<file path="src/rtl/mem_bus_pkg.sv">
// Shared definitions for the external memory bus arbiter: default widths,
// arbiter state encoding and master index constants.
package mem_bus_pkg;

  localparam int DEF_ADDR_W = 20;
  localparam int DEF_DATA_W = 16;

  typedef enum logic [1:0] {
    IDLE = 2'd0,
    BUSY = 2'd1,
    REL  = 2'd2
  } arb_state_t;

  localparam logic M0_IDX = 1'b0;
  localparam logic M1_IDX = 1'b1;

endpackage

</file>
<file path="src/rtl/mem_arbiter_rr_pick.sv">
// Combinational two-way round-robin selector: on a tie, picks the master
// that was not granted last.
module rr_pick
  import mem_bus_pkg::*;
(
  input  logic [1:0] Req,
  input  logic       Last,
  output logic       Valid,
  output logic       Sel
);

  always_comb begin
    Valid = |Req;
    Sel   = M0_IDX;
    if (&Req) begin
      Sel = ~Last;
    end else if (Req[M1_IDX]) begin
      Sel = M1_IDX;
    end
  end

endmodule

</file>
<file path="src/rtl/mem_arbiter.sv">
// Two-master round-robin arbiter for the external memory bus, all outputs registered.
// Optional MemOK timeout is enabled by defining MEMARB_TIMEOUT_EN.
//
// state | meaning
// IDLE  | waiting for a request; grants and latches the winner's transfer
// BUSY  | request presented to memory, waiting for MemOK (or timeout)
// REL   | one-cycle OK pulse to the granted master, then back to IDLE
module mem_arbiter
  import mem_bus_pkg::*;
#(
  parameter int ADDR_W    = DEF_ADDR_W,
  parameter int DATA_W    = DEF_DATA_W,
  parameter int TIMEOUT   = 255,
  parameter int TIMEOUT_W = 8
) (
  input  logic              Clk,
  input  logic              Rst,
  input  logic [ADDR_W-1:0] M0Addr,
  input  logic              M0RRq,
  input  logic              M0WRq,
  input  logic [DATA_W-1:0] M0WData,
  output logic [DATA_W-1:0] M0RData,
  output logic              M0OK,
  output logic              M0Err,
  input  logic [ADDR_W-1:0] M1Addr,
  input  logic              M1RRq,
  input  logic              M1WRq,
  input  logic [DATA_W-1:0] M1WData,
  output logic [DATA_W-1:0] M1RData,
  output logic              M1OK,
  output logic              M1Err,
  output logic [ADDR_W-1:0] MemAddr,
  output logic              MemRRq,
  output logic              MemWRq,
  output logic [DATA_W-1:0] MemWData,
  output logic              MemOE,
  input  logic [DATA_W-1:0] MemRData,
  input  logic              MemOK,
  output logic              Busy,
  output logic              Gnt
);

  arb_state_t                  state_q, state_d;
  logic                        gnt_q, gnt_d;
  logic [ADDR_W-1:0]           addr_q, addr_d;
  logic [DATA_W-1:0]           wdata_q, wdata_d;
  logic                        rrq_q, rrq_d;
  logic                        wrq_q, wrq_d;
  logic                        busy_q, busy_d;
  logic [1:0]                  ok_q, ok_d;
  logic [1:0][DATA_W-1:0]      rdata_q, rdata_d;

  logic [1:0] req;
  logic       pick_vld;
  logic       pick_sel;

  assign req = {M1RRq | M1WRq, M0RRq | M0WRq};

  rr_pick u_rr_pick (
    .Req   (req),
    .Last  (gnt_q),
    .Valid (pick_vld),
    .Sel   (pick_sel)
  );

`ifdef MEMARB_TIMEOUT_EN
  logic [TIMEOUT_W-1:0] tmo_q, tmo_d;
  logic [1:0]           err_q, err_d;
  logic                 tmo_hit;

  assign tmo_hit = (tmo_q + 1'b1) == TIMEOUT_W'(TIMEOUT);

  always_comb begin
    tmo_d = tmo_q;
    if (state_q == IDLE && pick_vld) begin
      tmo_d = '0;
    end else if (state_q == BUSY && !MemOK) begin
      tmo_d = tmo_q + 1'b1;
    end
  end

  always_ff @(posedge Clk) begin
    if (Rst) begin
      tmo_q <= '0;
      err_q <= '0;
    end else begin
      tmo_q <= tmo_d;
      err_q <= err_d;
    end
  end

  assign M0Err = err_q[M0_IDX];
  assign M1Err = err_q[M1_IDX];
`else
  logic unused_tmo_cfg;
  assign unused_tmo_cfg = ^TIMEOUT_W'(TIMEOUT);
  assign M0Err = 1'b0;
  assign M1Err = 1'b0;
`endif

  always_comb begin
    state_d = state_q;
    gnt_d   = gnt_q;
    addr_d  = addr_q;
    wdata_d = wdata_q;
    rrq_d   = rrq_q;
    wrq_d   = wrq_q;
    rdata_d = rdata_q;
    ok_d    = 2'b00;
`ifdef MEMARB_TIMEOUT_EN
    err_d   = 2'b00;
`endif
    unique case (state_q)
      IDLE: begin
        if (pick_vld) begin
          gnt_d   = pick_sel;
          state_d = BUSY;
          // write wins when a master raises both requests
          if (pick_sel == M1_IDX) begin
            addr_d  = M1Addr;
            wdata_d = M1WData;
            wrq_d   = M1WRq;
            rrq_d   = M1RRq & ~M1WRq;
          end else begin
            addr_d  = M0Addr;
            wdata_d = M0WData;
            wrq_d   = M0WRq;
            rrq_d   = M0RRq & ~M0WRq;
          end
        end
      end
      BUSY: begin
        if (MemOK) begin
          rrq_d       = 1'b0;
          wrq_d       = 1'b0;
          ok_d[gnt_q] = 1'b1;
          if (rrq_q) begin
            rdata_d[gnt_q] = MemRData;
          end
          state_d = REL;
        end
`ifdef MEMARB_TIMEOUT_EN
        else if (tmo_hit) begin
          rrq_d          = 1'b0;
          wrq_d          = 1'b0;
          ok_d[gnt_q]    = 1'b1;
          err_d[gnt_q]   = 1'b1;
          rdata_d[gnt_q] = {DATA_W{1'b1}};
          state_d        = REL;
        end
`endif
      end
      REL: begin
        state_d = IDLE;
      end
      default: begin
        state_d = IDLE;
      end
    endcase
    busy_d = (state_d != IDLE);
  end

  always_ff @(posedge Clk) begin
    if (Rst) begin
      state_q <= IDLE;
      gnt_q   <= M1_IDX;
      addr_q  <= '0;
      wdata_q <= '0;
      rrq_q   <= 1'b0;
      wrq_q   <= 1'b0;
      busy_q  <= 1'b0;
      ok_q    <= 2'b00;
      rdata_q <= '0;
    end else begin
      state_q <= state_d;
      gnt_q   <= gnt_d;
      addr_q  <= addr_d;
      wdata_q <= wdata_d;
      rrq_q   <= rrq_d;
      wrq_q   <= wrq_d;
      busy_q  <= busy_d;
      ok_q    <= ok_d;
      rdata_q <= rdata_d;
    end
  end

  assign MemAddr  = addr_q;
  assign MemWData = wdata_q;
  assign MemRRq   = rrq_q;
  assign MemWRq   = wrq_q;
  assign MemOE    = wrq_q;
  assign Busy     = busy_q;
  assign Gnt      = gnt_q;
  assign M0OK     = ok_q[M0_IDX];
  assign M1OK     = ok_q[M1_IDX];
  assign M0RData  = rdata_q[M0_IDX];
  assign M1RData  = rdata_q[M1_IDX];

endmodule

</file>
<file path="config.mk">
export PLATFORM = sky130hd
export DESIGN_NAME = mem_arbiter
export DESIGN_NICKNAME = d
export VERILOG_FILES = /design/src/rtl/mem_bus_pkg.sv /design/src/rtl/mem_arbiter_rr_pick.sv /design/src/rtl/mem_arbiter.sv
export SDC_FILE = /design/constraint.sdc
export NUM_CORES = 1
export LEC_CHECK = 0
export CAP_MARGIN = 20
export CELL_PAD_IN_SITES_DETAIL_PLACEMENT = 1
export CELL_PAD_IN_SITES_GLOBAL_PLACEMENT = 2
export CORE_AREA = 2 2 123 125
export DETAILED_ROUTE_END_ITERATION = 16
export DIE_AREA = 0 0 125 127
export HOLD_SLACK_MARGIN = 0.05
export PLACE_DENSITY_LB_ADDON = 0.1
export SKIP_CTS_REPAIR_TIMING = 1
export SLEW_MARGIN = 20
export SYNTH_ARGS = -nofsm -noshare
export SYNTH_HDL_FRONTEND = slang
export SYNTH_SLANG_ARGS = --single-unit
</file>
<file path="constraint.sdc">
create_clock -name Clk -period 2.7 [get_ports Clk]
set_input_delay 0.27 -clock Clk [delete_from_list [all_inputs] [get_ports Clk]]
set_output_delay 0.27 -clock Clk [all_outputs]
set_load 0.005 [all_outputs]
</file>
==> metrics.txt, run 1 <==
DR vias=~3.3k; pwr dens=635.8 mW/mm²; largest net degree at the start of global routing=37; vias in the first global route=3427; Final min period=1.931 ns; Post-synth EDFFs=0; Die W=approximately 130 µm; Ys Warns=0; register area share after synthesis=48.33%; cell taking the most area after synthesis=dfxtp_1; outcome=completed; Final ANT Viol Nets=0; Netlist Area Pre-Place=0.003148 mm²; final count of negative-setup-slack endpoints=0; Final Net Count=634; synth unique cells=27; Core Region=0.01442 mm²; Crit path largest cell delay=about 0.49 ns; Critical Path Source=M1WRq; Slew @ Worst Pin=0.6937 ns; Die Ht=127 µm; TritonRoute pass-1 iters=6; Setup CP Type=input pin to flop; hold path start=Rst; Hold WC Path Type=input pin to flop; Die Area=0.01588 mm²; CTS Root Cell=clkbuf_16; I/O Buffers=169; Area contributors post-synth=dfxtp_1, nand2_1, a21oi_1; CP Cell Sequence=clkdlybuf4s50_1, nor2_1, a211o_1, buf_4, a21oi_1, a211oi_1; clk_skew=around 0.0048 ns; global-route wire length before repair=18.15 mm; later-pin clock latency in the skew report=0.34 ns; setup TNS=0 ns; placed wire-length estimate=approximately 8.3 mm; Most used DFF post-synth=dfxtp_1; boundary pin count=172; Initial DRC Count=90; Fmax=around 520 MHz; Final Cell Area=0.005309 mm²; R2R Path Start=state_q[0]; Fillers=around 1.7k; fin crit share=71.50%; Vias/cell=4.477; Clock Path Buffers=2; critical path data arrival time=2.17 ns; Overall Global Routing Usage=14.55%; Crit path buffers/inverters=2; final hold slack=0.3881 ns; Cells after Synth=roughly 380; Worst-path clk slew=0.06 ns; CP max-delay cell=clkdlybuf4s50_1; CTS buffer count=9; routed len/inst=approximately 16 µm; Total Wirelength=11.62 mm; RePlAce Congestion=0.7355; Max-Cap Viols=0; number of synthesized register bits=76; cell family with most CP delay=compound AO/OA/AOI/OAI gates; crit-path max FO=12; DP Worst Slack=approximately 0.39 ns; Avg Inst Size Synth=8.241 µm²; GRT overflow=0; Rows=44; Max IR drop VDD=339.5 µV; CTS sink cnt=76; layout cells sized above 1=9.191%; Pins Over Slew Limit=0; initial antenna violation count=0; CP endpoint kind=flop; CP Data Required Time=2.94 ns; CP Launch Type=input pin; endpoints failing hold=0; Layout area overhead=68.64%; Static Leak=0.001929 µW; RSZ-0062 raised after global routing=false; Slew Limit Headroom=53.75%; H-tree Lvls=3; CTS tree=built; Placed Area=0.004961 mm²; number of remaining DRC errors=0; final worst setup slack=0.7694 ns; Starting Density=21.83%; ant diodes=0; Synth top area share=48.33%; asr flop ratio synth=0%
worst register-to-register path, stage by stage (launching register included):
cell and delay [ns]:
dfxtp_1 0.45, and3b_1 0.28, and3_1 0.63, nand2_1 0.13, a21oi_1 0.15
cell families (layout without fill, tap and decap cells):
logic type,Yosys count,in the layout,share of synthesized area (%)
and+or+nand+nor,155,155,19.87
AOI/OAI and AO/OA,115,115,25.04
DFF,76,76,48.33
buffers and inverters,35,196,6.637
other,1,2,0.1191
routing by layer:
metal	vias up	GRT usage, %	routed length (µm)
li1	1609	-	-
met1	1533	16.29	4823
met2	102	25.00	5584
met3	15	5.737	1000
met4	0	5.621	206
met5	-	0	0
layout make-up:
| cell class | count | area (µm²) | area share, % |
|---|---|---|---|
| sequential | 76 | 1521 | 28.66 |
| clock inverter | 7 | 122.6 | 2.310 |
| multi-input combinational | 272 | 1439 | 27.10 |
| inverter | 3 | 11.26 | 0.2121 |
| clock buffer | 9 | 225.2 | 4.242 |
| tap | 184 | 230.2 | 4.337 |
| timing repair buffer | 177 | 1759 | 33.14 |
report_power, final:
group | total [µW] | switching (µW) | internal (µW)
logic | 698 | 316 | 383
clock network | 1420 | 509 | 910
registers | 1260 | 51.7 | 1210
total | 3380 | 876 | 2500
state kept, by name, indices dropped and copies added, names as in the netlist:
register,flops
M1RData,16
Busy,1
state_q,2
MemAddr,20
ok_q,2
MemOE,1
M0RData,16
MemRRq,1
MemWData,16
Gnt,1
per-stage QoR:
step / instances / util [%] / total power, µW
finish: 728 / 36.81 / 3375
global route: 728 / 36.81 / 3563
CTS: 728 / 36.81 / 3456
detailed placement: 712 / 34.39 / 1997
global placement: 712 / 34.39 / 1984
floorplan: 383 / - / 1592
final timing paths:
| kind | end | slack (ns) | depth (start not counted) |
|---|---|---|---|
| max | MemAddr[14] | 0.77 | 6 |
| min | state_q[1] | 0.39 | 2 |
| min reg2reg | M1RData[0] | 0.46 | 2 |
| max reg2reg | M1RData[8] | 1.00 | 4 |
cells in the final DEF, fill, tap and decap left out, types with 2 or more instances in the layout:
| cell | count |
|---|---|
| nor3_1 | 2 |
| nand2b_1 | 2 |
| nor2_1 | 39 |
| clkinvlp_4 | 2 |
| o211ai_1 | 2 |
| a211oi_2 | 19 |
| dfxtp_1 | 76 |
| inv_6 | 2 |
| buf_4 | 7 |
| nand2_1 | 102 |
| inv_1 | 3 |
| clkbuf_16 | 9 |
| nand3_2 | 2 |
| a21oi_1 | 71 |
| clkdlybuf4s50_1 | 168 |
| bufinv_16 | 3 |
| conb_1 | 2 |
| and3_1 | 2 |
| a211oi_1 | 18 |
cells in the mapped netlist, types with 2 or more instances:
master and n:
a21oi_1 71, inv_1 3, buf_2 11, nor2_1 39, a211oi_2 20, buf_4 9
buf_6 4, and3_1 2, nor3_1 2, clkbuf_1 8, nand2b_1 2, a211oi_1 18
dfxtp_1 76, nand2_1 102, nand3_2 2, o211ai_1 2
Power figures use the tool's default switching activity.
==> run 2: changes to the inputs <==
- CORE_AREA: 2 2 123 125 -> 2 2 136 138
- DIE_AREA: 0 0 125 127 -> 0 0 138 140
- clock period: 2.7 -> 1.75 ns (I/O delays scaled with it)
==> metrics.txt, run 2 (synthesized netlist as in run 1, its figures left out) <==
outcome=completed (unchanged); global-route wire length before repair=19.54 mm (was 18.15 mm); CTS buffer count=9 (unchanged); pwr dens=915.1 mW/mm² (was 635.8 mW/mm²); internal power=3684 µW (was 2499 µW); CP Launch Type=flop (was input pin); sequential share of power=38.7% (was 37.3%); placed wire-length estimate=8.966 mm (was 8.299 mm); Total Wirelength=12.32 mm (was 11.62 mm); critical path data arrival time=1.39 ns (was 2.17 ns); RSZ-0062 raised after global routing=false (unchanged); Final ANT Viol Nets=0 (unchanged); final count of negative-setup-slack endpoints=0 (unchanged); commonest cells after routing, fill and taps aside=clkdlybuf4s50_1, nand2_1, dfxtp_1, a21oi_1, nor2_1 (unchanged); CP Cell Sequence=clkdlybuf4s50_1 (was clkdlybuf4s50_1, nor2_1, a211o_1, buf_4, a21oi_1, a211oi_1); CP endpoint kind=primary output (was flop); Static Leak=0.002008 µW (was 0.001929 µW); Starting Density=17.71% (was 21.83%); max reg flops=20 (unchanged); Util after Layout=30.93% (was 36.81%); Hold WC Path Type=input pin to flop (unchanged); CTS tree=built (unchanged); H-tree Lvls=3 (unchanged); Clock Path Buffers=2 (unchanged); number of remaining DRC errors=0 (unchanged); cell family with most CP delay=buffers and inverters (was compound AO/OA/AOI/OAI gates); DR vias=3342 (was 3259); vias in the first global route=3520 (was 3427); Overall Global Routing Usage=12.92% (was 14.55%); Placed Cells=771 (was 712); Die W=138 µm (was 125 µm); CP max-delay cell=clkdlybuf4s50_1 (unchanged); Gate power share=22.8% (was 20.7%); clk_skew=0.003522 ns (was 0.004796 ns); endpoints failing hold=0 (unchanged); final worst setup slack=0.1819 ns (was 0.7694 ns); Max-Cap Viols=0 (unchanged); I/O Buffers=169 (unchanged); Die Area=0.01932 mm² (was 0.01588 mm²); GRT overflow=0 (unchanged); Setup CP Type=flop to primary output (was input pin to flop); Crit path largest cell delay=0.59 ns (was 0.49 ns); DP Worst Slack=-0.1641 ns (was 0.3907 ns); setup TNS=0 ns (unchanged); Final min period=about 1.6 ns; later-pin clock latency in the skew report=0.34 ns (about the same); Pins Over Slew Limit=0 (unchanged); Final Net Count=648 (was 634); Sw Ratio=26.79% (was 25.95%); CTS sink cnt=76 (unchanged); Net Switching=1348 µW (was 876.0 µW); Core Region=0.01778 mm² (was 0.01442 mm²); layout cells sized above 1=11.47% (was 9.191%); RePlAce Congestion=0.7547 (was 0.7355); most common cell after layout, fill and taps aside=clkdlybuf4s50_1 (unchanged); fin crit share=89.60%; Worst-path clk slew=0.06 ns (about the same); Die Ht=140 µm (was 127 µm); CTS Root Cell=clkbuf_16 (unchanged); Vias/cell=4.247 (was 4.477); routed len/inst=15.65 µm (was 15.95 µm); TritonRoute pass-1 iters=4 (was 6); largest net degree at the start of global routing=31 (was 37); ant diodes=0 (unchanged); Final Cell Area=0.005499 mm² (was 0.005309 mm²); initial antenna violation count=0 (unchanged); Fmax=~640 MHz; Rows=49 (was 44); Initial DRC Count=82 (was 90); crit-path max FO=7 (was 12); Max IR drop VDD=449.7 µV (was 339.5 µV); clock network power share=38.5% (was 42.0%); Non-Filler Instances=787 (was 728); CP Data Required Time=1.57 ns (was 2.94 ns); Crit path buffers/inverters=1 (was 2); Placed Area=0.005192 mm² (was 0.004961 mm²); boundary pin count=172 (unchanged); Layout area overhead=74.68% (was 68.64%)
## run 2: power groups by stage
stage          combinational [µW]  clock (µW)  sequential, µW
2_1_floorplan                 476           0            1980
3_3_place_gp                 1160           0            1980
3_5_place_dp                 1170           0            1990
4_1_cts                      1170        2030            1950
5_1_grt                      1260        2110            1970
6_report                     1150        1940            1950
## run 2: path summary, 6_finish.rpt
check / from / end / slack (ns) / depth (start not counted)
max: Gnt / Gnt / 0.18 / 1
min: Rst / state_q[1] / 0.21 / 2
max reg2reg: Gnt / MemWData[3] / 0.34 / 6
min reg2reg: M0RData[14] / M0RData[14] / 0.45 / 2
## run 2: layer usage
layer / vias up / global-route usage [%] / part of all wire, %
li1: 1630 / - / -
met1: 1595 / 15.62 / 43
met2: 108 / 20.97 / 47
met3: 9 / 4.752 / 8.4
met4: 0 / 4.995 / 1.5
met5: - / 0 / 0
## run 2: final cells by class
type / count / area (µm²)
repair buffers: 191 / 1929
clock inverters: 4 / 47.55
multi-input cells: 272 / 1446
clock buffers: 12 / 256.5
inverters: 3 / 11.26
fillers: 2069 / 12280
well taps: 229 / 286.5
flip-flops and latches: 76 / 1521
## run 2: metrics by stage
step                      hold slack, ns  power [µW]
after floorplan                   0.3110        2457
after global placement            0.4453        3140
after detailed placement          0.4492        3154
after CTS                         0.2080        5159
after global routing              0.2060        5345
final                             0.2102        5032
